**src/rtl/idex_if.sv**
```systemverilog
// Decode-to-execute bundle for the ID/EX stage register.
// IDEX_PERF_EN adds the stall/bubble counter outputs.
interface idex_if #(
  parameter int XLEN    = 32,
  parameter int CTRL_W  = 9,
  parameter int NUM_FWD = 2
);
  logic                      stall;
  logic                      flush;
  logic                      in_valid;
  logic [CTRL_W-1:0]         ctrl_i;
  logic [31:0]               instr;
  logic [XLEN-1:0]           rs1_data;
  logic [XLEN-1:0]           rs2_data;
  logic [XLEN-1:0]           imm_i;
  logic [4:0]                rd_i;
  logic [NUM_FWD-1:0]        fwd_valid;
  logic [5*NUM_FWD-1:0]      fwd_rd;
  logic [XLEN*NUM_FWD-1:0]   fwd_data;

  logic                      out_valid;
  logic [CTRL_W-1:0]         ctrl_o;
  logic [XLEN-1:0]           rs1_data_o;
  logic [XLEN-1:0]           rs2_data_o;
  logic [4:0]                rs1_addr_o;
  logic [4:0]                rs2_addr_o;
  logic [XLEN-1:0]           imm_o;
  logic [2:0]                func3;
  logic [6:0]                func7;
  logic [4:0]                rd_o;
`ifdef IDEX_PERF_EN
  logic [31:0]               stall_cnt;
  logic [31:0]               bubble_cnt;
`endif

  modport master (
    output stall, flush, in_valid, ctrl_i, instr, rs1_data, rs2_data, imm_i, rd_i,
           fwd_valid, fwd_rd, fwd_data,
    input  out_valid, ctrl_o, rs1_data_o, rs2_data_o, rs1_addr_o, rs2_addr_o,
           imm_o, func3, func7, rd_o
`ifdef IDEX_PERF_EN
    , input stall_cnt, bubble_cnt
`endif
  );

  modport slave (
    input  stall, flush, in_valid, ctrl_i, instr, rs1_data, rs2_data, imm_i, rd_i,
           fwd_valid, fwd_rd, fwd_data,
    output out_valid, ctrl_o, rs1_data_o, rs2_data_o, rs1_addr_o, rs2_addr_o,
           imm_o, func3, func7, rd_o
`ifdef IDEX_PERF_EN
    , output stall_cnt, bubble_cnt
`endif
  );
endinterface

```
**src/rtl/idex_stage_reg.sv**
```systemverilog
// ID/EX pipeline register with internal operand bypass, stall-refresh and flush.
// Define IDEX_PERF_EN to add saturating stall/bubble counters.
module idex_fwd_sel #(
  parameter int XLEN    = 32,
  parameter int NUM_FWD = 2
) (
  input  logic [4:0]              addr,
  input  logic [NUM_FWD-1:0]      fwd_valid,
  input  logic [5*NUM_FWD-1:0]    fwd_rd,
  input  logic [XLEN*NUM_FWD-1:0] fwd_data,
  output logic                    hit,
  output logic [XLEN-1:0]         data
);
  // Walk from oldest to youngest so the lowest index overwrites last and wins.
  always_comb begin
    hit  = 1'b0;
    data = '0;
    for (int k = NUM_FWD-1; k >= 0; k--) begin
      if (fwd_valid[k] && fwd_rd[5*k +: 5] == addr && addr != 5'd0) begin
        hit  = 1'b1;
        data = fwd_data[XLEN*k +: XLEN];
      end
    end
  end
endmodule

module idex_stage_reg #(
  parameter int XLEN    = 32,
  parameter int CTRL_W  = 9,
  parameter int NUM_FWD = 2
) (
  input logic   clk,
  input logic   rst,
  idex_if.slave bus
);
  localparam int NSRC = 2;

  typedef struct packed {
    logic                       valid;
    logic [CTRL_W-1:0]          ctrl;
    logic [NSRC-1:0][XLEN-1:0]  opnd;
    logic [NSRC-1:0][4:0]       addr;
    logic [XLEN-1:0]            imm;
    logic [2:0]                 f3;
    logic [6:0]                 f7;
    logic [4:0]                 rd;
  } idex_q_t;

  idex_q_t q;

  logic [NSRC-1:0][4:0]      in_addr;
  logic [NSRC-1:0][4:0]      sel_addr;
  logic [NSRC-1:0][XLEN-1:0] rf_data;
  logic [NSRC-1:0]           fwd_hit;
  logic [NSRC-1:0][XLEN-1:0] fwd_val;
  logic [NSRC-1:0][XLEN-1:0] opnd_load;
  logic [NSRC-1:0][XLEN-1:0] opnd_hold;

  assign in_addr = {bus.instr[24:20], bus.instr[19:15]};
  assign rf_data = {bus.rs2_data, bus.rs1_data};

  // While stalled the bypass compares against the held addresses, not decode's.
  assign sel_addr = bus.stall ? q.addr : in_addr;

  for (genvar i = 0; i < NSRC; i++) begin : g_src
    idex_fwd_sel #(.XLEN(XLEN), .NUM_FWD(NUM_FWD)) u_sel (
      .addr      (sel_addr[i]),
      .fwd_valid (bus.fwd_valid),
      .fwd_rd    (bus.fwd_rd),
      .fwd_data  (bus.fwd_data),
      .hit       (fwd_hit[i]),
      .data      (fwd_val[i])
    );
    assign opnd_load[i] = (in_addr[i] == 5'd0) ? '0 :
                          fwd_hit[i]           ? fwd_val[i] : rf_data[i];
    assign opnd_hold[i] = fwd_hit[i] ? fwd_val[i] : q.opnd[i];
  end

  logic load_bubble;
  assign load_bubble = bus.flush || (!bus.stall && !bus.in_valid);

  always_ff @(negedge clk or posedge rst) begin
    if (rst) begin
      q <= '0;
    end else if (load_bubble) begin
      q <= '0;
    end else if (bus.stall) begin
      q.opnd <= opnd_hold;
    end else begin
      q.valid <= 1'b1;
      q.ctrl  <= bus.ctrl_i;
      q.opnd  <= opnd_load;
      q.addr  <= in_addr;
      q.imm   <= bus.imm_i;
      q.f3    <= bus.instr[14:12];
      q.f7    <= bus.instr[31:25];
      q.rd    <= bus.rd_i;
    end
  end

  assign bus.out_valid  = q.valid;
  assign bus.ctrl_o     = q.ctrl;
  assign bus.rs1_data_o = q.opnd[0];
  assign bus.rs2_data_o = q.opnd[1];
  assign bus.rs1_addr_o = q.addr[0];
  assign bus.rs2_addr_o = q.addr[1];
  assign bus.imm_o      = q.imm;
  assign bus.func3      = q.f3;
  assign bus.func7      = q.f7;
  assign bus.rd_o       = q.rd;

  // Opcode and instr-rd bits are decoded upstream.
  logic unused_instr;
  assign unused_instr = ^bus.instr[11:0];

`ifdef IDEX_PERF_EN
  logic [31:0] stall_cnt_q;
  logic [31:0] bubble_cnt_q;

  always_ff @(negedge clk or posedge rst) begin
    if (rst) begin
      stall_cnt_q  <= '0;
      bubble_cnt_q <= '0;
    end else begin
      if (bus.stall && !bus.flush && stall_cnt_q != '1)
        stall_cnt_q <= stall_cnt_q + 32'd1;
      if (load_bubble && bubble_cnt_q != '1)
        bubble_cnt_q <= bubble_cnt_q + 32'd1;
    end
  end

  assign bus.stall_cnt  = stall_cnt_q;
  assign bus.bubble_cnt = bubble_cnt_q;
`endif
endmodule

```
**src/flat_wrapper.sv**
```systemverilog
// flat-port wrapper written by rule: the top's interface ports become plain ports
module idex_stage_reg_flat 
#(
  parameter int XLEN    = 32,
  parameter int CTRL_W  = 9,
  parameter int NUM_FWD = 2
)
  (clk, rst, bus_stall, bus_flush, bus_in_valid, bus_ctrl_i, bus_instr, bus_rs1_data, bus_rs2_data, bus_imm_i, bus_rd_i, bus_fwd_valid, bus_fwd_rd, bus_fwd_data, bus_out_valid, bus_ctrl_o, bus_rs1_data_o, bus_rs2_data_o, bus_rs1_addr_o, bus_rs2_addr_o, bus_imm_o, bus_func3, bus_func7, bus_rd_o);
  idex_if #(.XLEN(XLEN), .CTRL_W(CTRL_W), .NUM_FWD(NUM_FWD)) bus_i ();
  input logic clk;
  input logic rst;
  input wire logic [$bits(bus_i.stall)-1:0] bus_stall;
  input wire logic [$bits(bus_i.flush)-1:0] bus_flush;
  input wire logic [$bits(bus_i.in_valid)-1:0] bus_in_valid;
  input wire logic [$bits(bus_i.ctrl_i)-1:0] bus_ctrl_i;
  input wire logic [$bits(bus_i.instr)-1:0] bus_instr;
  input wire logic [$bits(bus_i.rs1_data)-1:0] bus_rs1_data;
  input wire logic [$bits(bus_i.rs2_data)-1:0] bus_rs2_data;
  input wire logic [$bits(bus_i.imm_i)-1:0] bus_imm_i;
  input wire logic [$bits(bus_i.rd_i)-1:0] bus_rd_i;
  input wire logic [$bits(bus_i.fwd_valid)-1:0] bus_fwd_valid;
  input wire logic [$bits(bus_i.fwd_rd)-1:0] bus_fwd_rd;
  input wire logic [$bits(bus_i.fwd_data)-1:0] bus_fwd_data;
  output wire logic [$bits(bus_i.out_valid)-1:0] bus_out_valid;
  output wire logic [$bits(bus_i.ctrl_o)-1:0] bus_ctrl_o;
  output wire logic [$bits(bus_i.rs1_data_o)-1:0] bus_rs1_data_o;
  output wire logic [$bits(bus_i.rs2_data_o)-1:0] bus_rs2_data_o;
  output wire logic [$bits(bus_i.rs1_addr_o)-1:0] bus_rs1_addr_o;
  output wire logic [$bits(bus_i.rs2_addr_o)-1:0] bus_rs2_addr_o;
  output wire logic [$bits(bus_i.imm_o)-1:0] bus_imm_o;
  output wire logic [$bits(bus_i.func3)-1:0] bus_func3;
  output wire logic [$bits(bus_i.func7)-1:0] bus_func7;
  output wire logic [$bits(bus_i.rd_o)-1:0] bus_rd_o;
  assign bus_i.stall = bus_stall;
  assign bus_i.flush = bus_flush;
  assign bus_i.in_valid = bus_in_valid;
  assign bus_i.ctrl_i = bus_ctrl_i;
  assign bus_i.instr = bus_instr;
  assign bus_i.rs1_data = bus_rs1_data;
  assign bus_i.rs2_data = bus_rs2_data;
  assign bus_i.imm_i = bus_imm_i;
  assign bus_i.rd_i = bus_rd_i;
  assign bus_i.fwd_valid = bus_fwd_valid;
  assign bus_i.fwd_rd = bus_fwd_rd;
  assign bus_i.fwd_data = bus_fwd_data;
  assign bus_out_valid = bus_i.out_valid;
  assign bus_ctrl_o = bus_i.ctrl_o;
  assign bus_rs1_data_o = bus_i.rs1_data_o;
  assign bus_rs2_data_o = bus_i.rs2_data_o;
  assign bus_rs1_addr_o = bus_i.rs1_addr_o;
  assign bus_rs2_addr_o = bus_i.rs2_addr_o;
  assign bus_imm_o = bus_i.imm_o;
  assign bus_func3 = bus_i.func3;
  assign bus_func7 = bus_i.func7;
  assign bus_rd_o = bus_i.rd_o;
  idex_stage_reg #(.XLEN(XLEN), .CTRL_W(CTRL_W), .NUM_FWD(NUM_FWD)) u_core (.clk(clk), .rst(rst), .bus(bus_i));
endmodule
```
**config.mk**
```make
export PLATFORM = sky130hd
export DESIGN_NAME = idex_stage_reg_flat
export DESIGN_NICKNAME = d
export VERILOG_FILES = /design/src/rtl/idex_if.sv /design/src/rtl/idex_stage_reg.sv /design/src/flat_wrapper.sv
export SDC_FILE = /design/constraint.sdc
export NUM_CORES = 1
export LEC_CHECK = 0
export CORE_AREA = 2 2 137 139
export CTS_CLUSTER_DIAMETER = 150
export DETAILED_ROUTE_END_ITERATION = 16
export DIE_AREA = 0 0 139 141
export PLACE_DENSITY_LB_ADDON = 0.2
export SKIP_CTS_REPAIR_TIMING = 1
export SLEW_MARGIN = 0
export SYNTH_ARGS = -nofsm -noshare
export SYNTH_HDL_FRONTEND = slang
export SYNTH_HIERARCHICAL = 1
export SYNTH_SLANG_ARGS = --single-unit
```
**constraint.sdc**
```tcl
create_clock -name clk -period 6.2 [get_ports clk]
set_clock_uncertainty 0.1 [all_clocks]
set_input_delay 1.24 -clock clk [delete_from_list [all_inputs] [get_ports clk]]
set_output_delay 1.24 -clock clk [all_outputs]
set_load 0.1 [all_outputs]
```
==> run summary <==
Status = finished, violations left
Failing checks = setup timing
I/O Buffers = 341
Clk Latency, worst-skew pair = 390 ps
Drt total wl = 29200 um
Drt initial violations = 398
Clk root buf = clkbuf_16
GPL Wtd Cong = 0.860
Unrepaired setup endpoints after global routing = yes
R2r startpoint = u_core/bus.rs1_addr_o[1]
Area growth syn-to-layout = 71.7%
Worst hold path cell count = 1
First-pass GRT wire length = 40300 um
Buf/Inv on CP = 5
Clk buf depth = 2
Count leader, synth = dfrtn_1
Worst reg2reg path depth = 10
TritonCTS clock tree = built
Mapped Cells = 579
NetSw = 0.898 mW
Register share of total power = 33.5%
Sw Ratio = 32.9%
Remaining DRCs = 0
Synthesized area = 7450 um^2
CP max-delay cell = or4_4
Crit path max fanout = 7
Maxcap violations = 0
R2R setup slack = 3570 ps
Vias after detailed routing = 6938
Crit. End Element = flip-flop
Count of different cell masters after synthesis = 30
Pwr/cell area = 213 nW/um^2
Synth top area share = 44.0%
Int Pwr = 1.83 mW
Worst slack, placed = -1270 ps
First-pass DRT Iterations = 5
Hold Path Class = flip-flop to flip-flop
Worst Path Arrival = 3620 ps
GRT Resource Usage Total = 26.3%
Final hold vios = 0
CP peak stage delay = 550 ps
Synth Flop Type = dfrtn_1
GRT overflow = 0
Clock share of power = 38.2%
Core area = 18300 um^2
Crit path kind = input port to flip-flop
Number of H-tree levels = 4
Initial antenna violation count = 1
Clock sink count = 131
Post-synth EDFFs = 0
Wire per inst = 24.0 um
Worst Tran Pin Value = 689 ps
Hold EP = u_core/bus.rs1_data_o[5]
Net Count, Synth = 802
Height of the die = 141 um
Setup violators final = 64
Register area share after synthesis = 44.0%
Critical path cell sequence = buf_8 > buf_12 > buf_8 > mux2_4 > or4_4 > nor2_4 > or4_4 > o31ai_4 > nor2_4 > buf_12 > buf_12 > mux2i_1 > o2bb2ai_1
Reg2reg end = u_core/bus.rs1_data_o[2]
CP Data Required Time = 3240 ps
Slew Limit Fails = 0
Final #Nets = 1194
Post-layout worst setup margin = -381 ps
Fraction of layout cells with a size suffix above 1 = 40.5%
CTS buffer count = 17
Final HPWL DP = 19300 um
Relative slew margins = 53.9%
Yosys top cell by area = dfrtn_1
Vias in the first global route = 7241
Seq cells post-synth = 131
Reg clk slew, reported paths = 50 ps
Worst vdd ir = 0.000195 V
Delay-heaviest family, CP = simple AND/OR/NAND/NOR gates
Logic pwr share = 28.3%
Synth area leaders = dfrtn_1 44%, mux2_4 12%, mux2i_1 8.9%
CP Launch Type = input port
Starting Density = 40.8%
DRT antenna net count = 0
Core Rows = 50
Most used cell, CP = buf_12
Total power = 2.73 mW
Largest net degree at the start of global routing = 88
I/O pin cnt = 354
Die area = 19600 um^2
Post-synth top cells = 131 x dfrtn_1, 66 x a22o_1, 66 x mux2i_1, 63 x o2bb2ai_1, 62 x nor4b_1
Synth warnings = 6
P_leak = 5.96 nW
Via density = 5.69
Async set-reset flop share out of synthesis = 100%
Syn_area_per_cell = 12.9 um^2
Die X = 139 um
Worst Min Path Start = u_core/bus.rs1_data_o[5]
cell families after synthesis:
| kind of cell | Yosys count | synth area share (%) |
|---|---|---|
| and+or+nand+nor | 91 | 9.79 |
| buffers and inverters | 62 | 5.12 |
| xor gates and xnor gates | 20 | 2.35 |
| DFF | 131 | 44.0 |
| AOI/OAI and AO/OA | 135 | 15.8 |
| muxes | 140 | 23.0 |
per-layer routing:
metal / track usage, % / up-vias / wire length, um / share of wire [%]
met5: 0 / - / 0 / 0
met3: 6.32 / 74 / 2050 / 7.0
met1: 32.2 / 3429 / 11700 / 40
met4: 11.0 / 0 / 1090 / 3.7
met2: 44.7 / 372 / 14400 / 49
li1: - / 3063 / - / -
cell type report:
type	instances	area, um^2
multi-input cells	387	4300
diodes	1	2.50
well taps	234	293
flip-flops and latches	131	3280
clock inverters	14	168
inverters	2	11.3
repair buffers	432	4300
fillers	1321	5470
clock buffers	18	439
stage by stage:
step	hold WS, ps	utilization [%]	instance area [um^2]	TNS (ps)	std cells
2_1_floorplan	889	-	7570	-50070	579
3_3_place_gp	332	61.2	11200	-72620	1152
3_5_place_dp	335	61.2	11200	-74410	1152
4_1_cts	340	64.6	11800	-47960	1184
5_1_grt	361	70.0	12800	-25660	1219
6_report	342	70.0	12800	-21240	1219
placed cells by master (no fill, tap or decap), drive strengths merged:
cell type / synthesis / routed
nor3: 2 / 2
nand3: 2 / 2
a22o: 66 / 66
mux2i: 66 / 66
clkbuf: 32 / 28
buf: 28 / 213
inv: 2 / 8
xnor2: 16 / 16
bufinv: 0 / 2
nand2: 3 / 3
clkinvlp: 0 / 3
nand4: 4 / 4
nor2b: 1 / 1
diode: 0 / 1
nor4: 2 / 2
or4: 4 / 4
clkinv: 0 / 3
nand2b: 2 / 2
nor2: 9 / 10
mux2: 74 / 74
o32ai: 1 / 1
a211o: 2 / 2
clkdlybuf4s50: 0 / 199
xor2: 4 / 4
o31ai: 2 / 2
a21oi: 1 / 1
dfrtn: 131 / 131
nor4b: 62 / 62
dlymetal6s2s: 0 / 10
o2bb2ai: 63 / 63
worst register-to-register path: stages (launching register included):
cell and delay [ps]:
dfrtn_1 360, mux2_4 290, or4_4 550, nor2_4 100, or4_4 200, o31ai_4 110
nor2_4 110, buf_12 150, buf_12 150, mux2i_1 230, o2bb2ai_1 100
power groups by stage:
stage               Sequential (mW)  Combinational, mW  Clock (mW)
detailed placement            0.924              0.695           0
CTS                           0.911              0.696        1.06
finish                        0.913              0.772        1.04
global placement              0.924              0.686           0
global route                  0.916              0.799        1.10
floorplan                      1.13              0.196           0
sequential cells by signal, summed over array words and instances, names as in the netlist:
signal	cells
u_core/bus.out_valid	1
u_core/bus.rs1_addr_o	5
u_core/bus.imm_o	32
u_core/bus.rs1_data_o	32
u_core/bus.func3	3
u_core/bus.func7	7
u_core/bus.ctrl_o	9
u_core/bus.rs2_data_o	32
u_core/bus.rd_o	5
u_core/bus.rs2_addr_o	5
worst max path at each step:
stage              start                   endpoint  slack [ps]  cells after the start
3_3_place_gp   bus_stall  u_core/bus.rs1_data_o[20]       -1160                     11
3_5_place_dp   bus_stall  u_core/bus.rs2_data_o[14]       -1270                     11
6_report       bus_stall   u_core/bus.rs1_data_o[2]        -380                     13
5_1_grt        bus_stall  u_core/bus.rs1_data_o[28]        -440                     13
4_1_cts        bus_stall  u_core/bus.rs2_data_o[14]        -870                     11
2_1_floorplan  bus_stall  u_core/bus.rs2_data_o[31]        -830                     13
Note: power is estimated with default switching activity, not from simulation.
